<file path="config.mk">
export PLATFORM = sky130hd
export DESIGN_NAME = price_sample_writer
export DESIGN_NICKNAME = d
export VERILOG_FILES = /design/src/rtl/price_sample_writer.sv
export SDC_FILE = /design/constraint.sdc
export NUM_CORES = 1
export LEC_CHECK = 0
export CORE_MARGIN = 4
export CORE_UTILIZATION = 50
export DETAILED_ROUTE_END_ITERATION = 8
export DONT_BUFFER_PORTS = 1
export GPL_TIMING_DRIVEN = 0
export HOLD_SLACK_MARGIN = 0.02
export SKIP_CTS_REPAIR_TIMING = 1
export SKIP_LAST_GASP = 1
export SLEW_MARGIN = 20
export SYNTH_ARGS = -nofsm -noshare
export SYNTH_HDL_FRONTEND = slang
export SYNTH_SLANG_ARGS = --single-unit
</file>
<file path="constraint.sdc">
create_clock -name i_clk -period 8.46 [get_ports i_clk]
set_input_delay 1.269 -clock i_clk [delete_from_list [all_inputs] [get_ports i_clk]]
set_output_delay 1.269 -clock i_clk [all_outputs]
set_load 0.005 [all_outputs]
</file>
<file path="src/rtl/price_sample_writer.sv">
// Write-side controller for the per-stock mid-price history memory: filters
// crossed/invalid/unchanged quotes and issues circular-buffer write strobes.
module price_sample_writer #(
  parameter int DATA_WIDTH  = 32,
  parameter int BUFFER_SIZE = 20,
  parameter int NUM_STOCKS  = 4
) (
  input  logic                                    i_clk,
  input  logic                                    i_reset_n,
  input  logic                                    i_valid,
  output logic                                    o_ready,
  input  logic [DATA_WIDTH-1:0]                   i_best_ask,
  input  logic [DATA_WIDTH-1:0]                   i_best_bid,
  input  logic [$clog2(NUM_STOCKS)-1:0]           i_stock_id,
  input  logic                                    i_flush,
  input  logic [$clog2(NUM_STOCKS)-1:0]           i_flush_stock_id,
  output logic                                    o_valid,
  output logic [$clog2(NUM_STOCKS*BUFFER_SIZE)-1:0] o_write_address,
  output logic [$clog2(NUM_STOCKS)-1:0]           o_stock_id,
  output logic [DATA_WIDTH-1:0]                   o_best_ask,
  output logic [DATA_WIDTH-1:0]                   o_best_bid,
  output logic [NUM_STOCKS-1:0]                   o_window_full,
  output logic                                    o_crossed
);
  localparam int SID_W  = $clog2(NUM_STOCKS);
  localparam int ADDR_W = $clog2(NUM_STOCKS*BUFFER_SIZE);
  localparam int PTR_W  = (BUFFER_SIZE > 1) ? $clog2(BUFFER_SIZE) : 1;
  localparam int FILL_W = $clog2(BUFFER_SIZE+1);

  typedef enum logic [1:0] {EMPTY, FILLING, FULL} state_e;

  state_e                state_q    [NUM_STOCKS];
  state_e                state_d    [NUM_STOCKS];
  logic [PTR_W-1:0]      ptr_q      [NUM_STOCKS];
  logic [PTR_W-1:0]      ptr_d      [NUM_STOCKS];
  logic [FILL_W-1:0]     fill_q     [NUM_STOCKS];
  logic [FILL_W-1:0]     fill_d     [NUM_STOCKS];
  logic [DATA_WIDTH-1:0] last_ask_q [NUM_STOCKS];
  logic [DATA_WIDTH-1:0] last_ask_d [NUM_STOCKS];
  logic [DATA_WIDTH-1:0] last_bid_q [NUM_STOCKS];
  logic [DATA_WIDTH-1:0] last_bid_d [NUM_STOCKS];

  logic                  valid_q, valid_d;
  logic                  crossed_q, crossed_d;
  logic [ADDR_W-1:0]     addr_q, addr_d;
  logic [SID_W-1:0]      sid_q, sid_d;
  logic [DATA_WIDTH-1:0] ask_q, ask_d;
  logic [DATA_WIDTH-1:0] bid_q, bid_d;

  logic accept, id_ok, is_crossed;

  assign o_ready    = !i_flush;
  assign accept     = i_valid && o_ready;
  assign id_ok      = int'(i_stock_id) < NUM_STOCKS;
  assign is_crossed = i_best_ask < i_best_bid;

  // Flush and accept are mutually exclusive because o_ready drops during flush.
  always_comb begin
    valid_d   = 1'b0;
    crossed_d = accept && id_ok && is_crossed;
    addr_d    = addr_q;
    sid_d     = sid_q;
    ask_d     = ask_q;
    bid_d     = bid_q;
    for (int s = 0; s < NUM_STOCKS; s++) begin
      state_d[s]    = state_q[s];
      ptr_d[s]      = ptr_q[s];
      fill_d[s]     = fill_q[s];
      last_ask_d[s] = last_ask_q[s];
      last_bid_d[s] = last_bid_q[s];
      if (i_flush && int'(i_flush_stock_id) == s) begin
        state_d[s] = EMPTY;
        ptr_d[s]   = '0;
        fill_d[s]  = '0;
      end else if (accept && int'(i_stock_id) == s && !is_crossed &&
                   !(state_q[s] != EMPTY && i_best_ask == last_ask_q[s] &&
                     i_best_bid == last_bid_q[s])) begin
        valid_d       = 1'b1;
        addr_d        = ADDR_W'(s*BUFFER_SIZE + int'(ptr_q[s]));
        sid_d         = SID_W'(s);
        ask_d         = i_best_ask;
        bid_d         = i_best_bid;
        ptr_d[s]      = (int'(ptr_q[s]) == BUFFER_SIZE-1) ? '0 : ptr_q[s] + PTR_W'(1);
        fill_d[s]     = (int'(fill_q[s]) == BUFFER_SIZE) ? fill_q[s] : fill_q[s] + FILL_W'(1);
        last_ask_d[s] = i_best_ask;
        last_bid_d[s] = i_best_bid;
        state_d[s]    = (int'(fill_q[s]) >= BUFFER_SIZE-1) ? FULL : FILLING;
      end
    end
  end

  always_ff @(posedge i_clk) begin
    if (!i_reset_n) begin
      valid_q   <= 1'b0;
      crossed_q <= 1'b0;
      addr_q    <= '0;
      sid_q     <= '0;
      ask_q     <= '0;
      bid_q     <= '0;
      for (int s = 0; s < NUM_STOCKS; s++) begin
        state_q[s]    <= EMPTY;
        ptr_q[s]      <= '0;
        fill_q[s]     <= '0;
        last_ask_q[s] <= '0;
        last_bid_q[s] <= '0;
      end
    end else begin
      valid_q    <= valid_d;
      crossed_q  <= crossed_d;
      addr_q     <= addr_d;
      sid_q      <= sid_d;
      ask_q      <= ask_d;
      bid_q      <= bid_d;
      state_q    <= state_d;
      ptr_q      <= ptr_d;
      fill_q     <= fill_d;
      last_ask_q <= last_ask_d;
      last_bid_q <= last_bid_d;
    end
  end

  always_comb begin
    for (int s = 0; s < NUM_STOCKS; s++) o_window_full[s] = (state_q[s] == FULL);
  end

  assign o_valid         = valid_q;
  assign o_crossed       = crossed_q;
  assign o_write_address = addr_q;
  assign o_stock_id      = sid_q;
  assign o_best_ask      = ask_q;
  assign o_best_bid      = bid_q;
endmodule

</file>
==> results.py, run 1 <==
metrics = {
    "outcome": {
        "status": "finished clean",
    },
    "clock_network": {
        "htree_num_levels": 2,
        "cts_buffers": 43,
        "ctsRootBufferMaster": "clkbuf_16",
        "clk_path_buf_depth": 3,
        "cts_sinks": 379,
        "cts_tree": "done",
        "clk_latency_ps": 580,
        "clkSlewWorstSetupHoldPaths_ps": 60,
    },
    "worst_setup_path": {
        "r2r_setup_slack_ps": 4220,
        "ff2ff_path_depth": 10,
        "crit_arrival_ps": 6490,
        "crit_path_end_kind": "register",
        "rr_endpoint": "last_ask_q[61]",
        "crit_end": "last_bid_q[58]",
        "crit_start": "i_best_bid[25]",
        "crit_type": "in2reg",
        "worstReg2RegStart": "last_bid_q[63]",
        "crit_path_max_fanout": 10,
        "required_ps": 8950,
        "start_kind": "input pin",
    },
    "routing": {
        "via_per_inst": 5.925,
        "finalWirelength_mm": 73.15,
        "postRouteAntennaNets": 0,
        "met2_length_mm": 32.14,
        "drt-initial-drc-count": 1984,
        "drc": 0,
        "vias": 17110,
        "dr.pass1.iters": 5,
        "wl_met3_mm": 7.171,
        "wl_per_cell_um": 25.34,
        "m1WireLength_mm": 29.75,
        "topRoutingLayerUsed": "met4",
    },
    "final_layout": {
        "design_area_sq_um": 20570,
        "nets": 2507,
        "layout_common_cells": "nand2_1, dfxtp_1, a21oi_1",
        "final_util": 0.5619,
        "area_growth_pct": 10.74,
        "final_common_cell": "nand2_1",
        "fill_cells": 3500,
        "multiInputGateArea_sq_um": 9776,
        "drive_above_1_share": 0.07158,
        "regArea_sq_um": 7587,
        "stdcell_count": 2887,
    },
    "global_routing": {
        "track_usage": 0.3495,
        "grt_overflow": 0,
        "grt_max_degree": 13,
        "antenna_found_initial": 1,
        "grt_pass1_vias": 16280,
        "grt_pass1_wl_mm": 106.1,
    },
    "timing": {
        "whs_ps": 465.0,
        "fmax_ghz": 0.1669,
        "fin_ws_ps": 2467,
        "finalCritPeriodShare": 0.7083,
        "tightest_slew_ps": 1208,
        "rsz0062_at_grt": "false",
        "finalClockSkew_ps": 18.71,
        "setup_viol": 0,
        "report.final.slew_viol_count": 0,
        "slew_headroom": 0.1950,
        "fin_crit_ps": 5993,
        "finalSetupTns_ps": 0,
        "finalHoldViolCount": 0,
    },
    "die": {
        "dieWidth_um": 200.8,
        "num_rows": 70,
        "fp.dieH_um": 200.8,
        "initial_utilization": 0.5074,
        "die-area_sq_um": 40300,
        "ios": 152,
        "coreArea_sq_um": 36610,
    },
    "synthesis": {
        "synth-seq-cells": 379,
        "syn_inst": 2340,
        "avgSynthCellArea_sq_um": 7.939,
        "synth_edf_count": 0,
        "seq_area_frac_synth": 0.4084,
        "async_flop_share": 0,
        "syn-cell-area_sq_um": 18580,
        "synth.distinct_cells": 72,
        "syn_nets": 2462,
        "synth_warnings": 0,
        "ys.flop_type": "dfxtp_1",
    },
    "power": {
        "power_mw": 4.149,
        "p_leak_nw": 7.423,
        "pwr_density_cell_nw_per_um2": 201.7,
        "ir_drop_v": 0.0001760,
    },
    "run": {
        "maxCapViolCount": 0,
    },
    "placement": {
        "pre_cts_ws_ps": 2182,
        "globalplace.congestion": 1.012,
        "placed_cells": 2808,
        "dp_hpwl_mm": 52.03,
        "portBuffers": 0,
        "post_dp_cell_area_sq_um": 19160,
    },
    "min_path": {
        "min_path_type": "reg2reg",
    },
}
==> area by class of cell <==
cell class / count / area share
Sequential cell: 379 / 0.3688
Tap cell: 468 / 0.02847
Clock buffer: 65 / 0.06277
Clock inverter: 12 / 0.005352
Multi-Input combinational cell: 1692 / 0.4752
Buffer: 189 / 0.04452
Antenna cell: 2 / 0.0002433
Inverter: 80 / 0.01460
==> cell usage after synthesis (3+ instances only) <==
cell type / count / area, sq um
nand2_1: 612 / 2297
dfxtp_1: 379 / 7587
a21oi_1: 300 / 1501
xnor2_1: 177 / 1550
clkbuf_1: 94 / 352.8
o21ai_0: 80 / 400.4
buf_2: 78 / 390.4
inv_1: 76 / 285.3
mux2i_1: 73 / 730.7
nor2_1: 51 / 191.4
ha_1: 50 / 625.6
nand4_1: 45 / 281.5
nand2b_1: 40 / 250.2
xor2_1: 37 / 324.1
nor4_1: 26 / 162.7
nand3_1: 25 / 125.1
nor3_1: 24 / 120.1
nor2b_1: 17 / 106.4
o2111ai_1: 13 / 113.9
o22ai_1: 12 / 75.07
and3_1: 9 / 56.30
a221oi_1: 8 / 70.07
a31oi_1: 7 / 43.79
buf_1: 6 / 22.52
or4_1: 6 / 45.04
a211oi_1: 5 / 37.54
and2_1: 5 / 31.28
o211ai_1: 5 / 37.54
a22o_1: 4 / 35.03
buf_12: 4 / 80.08
buf_4: 4 / 30.03
o41ai_1: 4 / 35.03
or3_1: 4 / 25.02
inv_2: 3 / 11.26
o221ai_1: 3 / 26.28
o31ai_1: 3 / 22.52
==> per-layer routing <==
metal	global-route usage	up-vias
li1	-	7897
met1	0.4584	8191
met2	0.5478	840
met3	0.07916	178
met4	0.1684	0
met5	0	-
==> worst max-delay path, stage by stage <==
cell	delay (ps)
clkbuf_1	810
inv_1	300
ha_1	400
nand4_1	120
nor4_1	600
a221oi_1	200
o211ai_1	410
o211ai_2	450
nor2_1	430
clkbuf_1	700
clkbuf_1	490
nand2_1	110
a21oi_1	160
==> power by group <==
group | total (mW) | switching [mW] | internal [mW]
Sequential | 1.84 | 0.0247 | 1.82
Clock | 1.89 | 0.781 | 1.11
Combinational | 0.416 | 0.294 | 0.122
Total | 4.15 | 1.10 | 3.05
==> state kept, by name, indices dropped and copies added, names as in the netlist, 2 cells and up <==
signal / cells
ptr_q: 20
state_q: 8
last_bid_q: 128
o_best_ask: 32
o_stock_id: 2
o_best_bid: 32
o_write_address: 7
fill_q: 20
last_ask_q: 128
==> cell families (layout without fill, tap and decap cells) <==
| group | after synthesis | after routing | synth area share |
|---|---|---|---|
| AOI/OAI and AO/OA | 474 | 474 | 0.1453 |
| other | 0 | 2 | 0 |
| adders and majority gates | 50 | 50 | 0.03368 |
| and+or+nand+nor | 880 | 880 | 0.2064 |
| buffers and inverters | 269 | 346 | 0.06533 |
| xor gates and xnor gates | 214 | 214 | 0.1009 |
| DFF | 379 | 379 | 0.4084 |
| muxes | 74 | 74 | 0.03994 |
==> worst min path at each step <==
stage / from / endpoint / depth (start not counted) / slack (ps)
after detailed placement: last_ask_q[119] / last_ask_q[119] / 2 / 460
after global placement: last_ask_q[119] / last_ask_q[119] / 2 / 450
final: last_bid_q[68] / last_bid_q[68] / 2 / 460
after CTS: last_bid_q[32] / last_bid_q[32] / 2 / 470
after floorplan: last_ask_q[93] / last_ask_q[93] / 2 / 440
after global routing: last_bid_q[78] / last_bid_q[78] / 2 / 480
(Power assumes the default switching activity.)
==> run 2, diff against run 1 <==
--- a/config.mk
+++ b/config.mk
@@ -11,6 +11,7 @@
 export DONT_BUFFER_PORTS = 1
 export GPL_TIMING_DRIVEN = 0
 export HOLD_SLACK_MARGIN = 0.02
+export PLACE_DENSITY = 0.68
 export SKIP_CTS_REPAIR_TIMING = 1
 export SKIP_LAST_GASP = 1
 export SLEW_MARGIN = 20
==> constraint.sdc (replaced) <==
create_clock -name i_clk -period 5.3 [get_ports i_clk]
set_input_delay 0.795 -clock i_clk [delete_from_list [all_inputs] [get_ports i_clk]]
set_output_delay 0.795 -clock i_clk [all_outputs]
set_load 0.005 [all_outputs]
==> run 2 against run 1 <==
Compared with the run above: sequential power increased by 60%; cell count shrank 0.35%; clock skew grew 7.4 ps; via count up 1.9%; core utilization is essentially flat; critical endpoint is now last_ask_q[58]; combinational power grew 58%; largest power group unchanged.
==> results.py, run 2 (synthesized netlist as in run 1, its figures left out) <==
metrics = {
    "outcome": {
        "status": "finished clean",
    },
    "timing": {
        "setup_viol": 0,
        "finalClockSkew_ps": 26.10,
        "rsz0062_at_grt": "false",
        "finalCritPeriodShare": 0.9990,
        "finalSetupTns_ps": 0,
        "tightest_slew_ps": 1298,
        "finalHoldViolCount": 0,
        "fin_crit_ps": 5295,
        "slew_headroom": 0.1350,
        "report.final.slew_viol_count": 0,
        "fin_ws_ps": 5.235,
        "fmax_ghz": 0.1889,
    },
    "power": {
        "ir_drop_v": 0.0002067,
        "clkPwrFrac": 0.461,
        "switchingPower_mw": 1.720,
        "combinationalPowerShare": 0.098,
        "swShare": 0.2580,
        "p_leak_nw": 7.415,
        "pwr_density_cell_nw_per_um2": 324.2,
        "seqPwrFrac": 0.441,
        "p_int_mw": 4.947,
    },
    "routing": {
        "via_per_inst": 6.056,
        "dr.pass1.iters": 6,
        "drt-initial-drc-count": 2133,
        "drc": 0,
        "finalWirelength_mm": 70.77,
        "postRouteAntennaNets": 0,
        "vias": 17420,
        "wl_per_cell_um": 24.60,
    },
    "die": {
        "dieWidth_um": 200.8,
        "num_rows": 70,
        "fp.dieH_um": 200.8,
        "die-area_sq_um": 40300,
        "initial_utilization": 0.5074,
        "coreArea_sq_um": 36610,
        "ios": 152,
    },
    "placement": {
        "dp_hpwl_mm": 50.56,
        "portBuffers": 0,
        "globalplace.congestion": 1.022,
        "pre_cts_ws_ps": -487.7,
    },
    "global_routing": {
        "grt_max_degree": 14,
        "track_usage": 0.3361,
        "grt_overflow": 0,
        "grt_pass1_vias": 16120,
        "antenna_found_initial": 1,
        "grt_pass1_wl_mm": 102.8,
    },
    "final_layout": {
        "reg_top3": "last_ask_q: 128 flops, last_bid_q: 128 flops",
        "fill_cells": 3465,
        "multiInputGateArea_sq_um": 9776,
        "nets": 2507,
        "antennaDiodeCount": 0,
        "drive_above_1_share": 0.06974,
        "regArea_sq_um": 7587,
        "final_util": 0.5618,
        "layout_common_cells": "nand2_1, dfxtp_1, a21oi_1",
        "area_growth_pct": 10.72,
        "final_common_cell": "nand2_1",
    },
    "clock_network": {
        "clk_path_buf_depth": 3,
        "ctsRootBufferMaster": "clkbuf_16",
        "clkSlewWorstSetupHoldPaths_ps": 60,
        "cts_sinks": 379,
        "htree_num_levels": 2,
        "cts_tree": "done",
        "clk_latency_ps": 570,
        "cts_buffers": 43,
    },
    "worst_setup_path": {
        "crit_arrival_ps": 5790,
        "ff2ff_path_depth": 10,
        "crit_path_end_kind": "register",
        "crit_path_max_fanout": 10,
        "start_kind": "input pin",
        "r2r_setup_slack_ps": 1250,
        "required_ps": 5790,
        "crit_type": "in2reg",
        "worstReg2RegStart": "last_bid_q[41]",
        "rr_endpoint": "last_ask_q[58]",
    },
    "min_path": {
        "min_to": "last_ask_q[93]",
        "hold_depth": 2,
        "min_path_type": "reg2reg",
        "hold_start": "last_ask_q[93]",
    },
    "run": {
        "maxCapViolCount": 0,
    },
}
==> run 2: changes by cell type in the layout (fill, tap and decap cells not counted), moves of 2 or more <==
cell / change
diode_2: -2
clkinv_2: -5
clkbuf_1: -3
clkbuf_16: -2
clkbuf_8: -3
bufinv_16: +4
==> run 2: layout make-up <==
type	count	area share
Multi-Input combinational cell	1692	0.4753
Buffer	189	0.04453
Tap cell	468	0.02847
Clock buffer	57	0.05779
Inverter	80	0.01460
Clock inverter	12	0.01040
Sequential cell	379	0.3689
==> run 2: worst max-delay path: stages <==
cell	delay, ps
clkbuf_1	720
inv_1	250
ha_1	360
nand4_1	120
nor4_1	100
a221oi_1	490
o211ai_1	460
o211a_1	430
nand2_1	420
clkbuf_1	620
buf_1	670
nand2_1	120
a21oi_1	180
==> run 2: routing by layer <==
metal / track usage / vias up / wire length, um
li1: - / 7904 / -
met1: 0.4364 / 8283 / 27110
met2: 0.5193 / 1006 / 30480
met3: 0.07658 / 228 / 8309
met4: 0.1876 / 2 / 4863
met5: 0 / - / 7
==> run 2: through the flow <==
step / cells / area [sq um] / hold WS (ps) / power [mW]
final: 2877 / 20570 / 461.4 / 6.667
after global routing: 2877 / 20570 / 478.1 / 6.824
after CTS: 2877 / 20560 / 460.0 / 6.651
after detailed placement: 2808 / 19160 / 452.8 / 3.637
after global placement: 2808 / 19160 / 442.8 / 3.624
after floorplan: 2340 / 18580 / 436.3 / 3.396
==> run 2: how the worst max path moves through the flow <==
stage / slack, ps / depth (start not counted) / from / endpoint
finish: 5 / 13 / i_best_bid[25] / last_ask_q[58]
detailed placement: -490 / 13 / i_best_bid[25] / last_ask_q[58]
CTS: 110 / 13 / i_best_bid[25] / last_ask_q[58]
global placement: -400 / 13 / i_best_bid[25] / last_ask_q[61]
global route: 80 / 13 / i_best_bid[25] / last_ask_q[58]
floorplan: 1640 / 12 / i_best_bid[25] / fill_q[3]
==> run 2: power by group through the flow <==
stage               sequential (mW)  clock, mW  combinational [mW]
detailed placement             3.00          0               0.634
global placement               3.00          0               0.623
floorplan                      2.99          0               0.406
finish                         2.94       3.07               0.656
global route                   2.94       3.19               0.687
CTS                            2.94       3.07               0.637
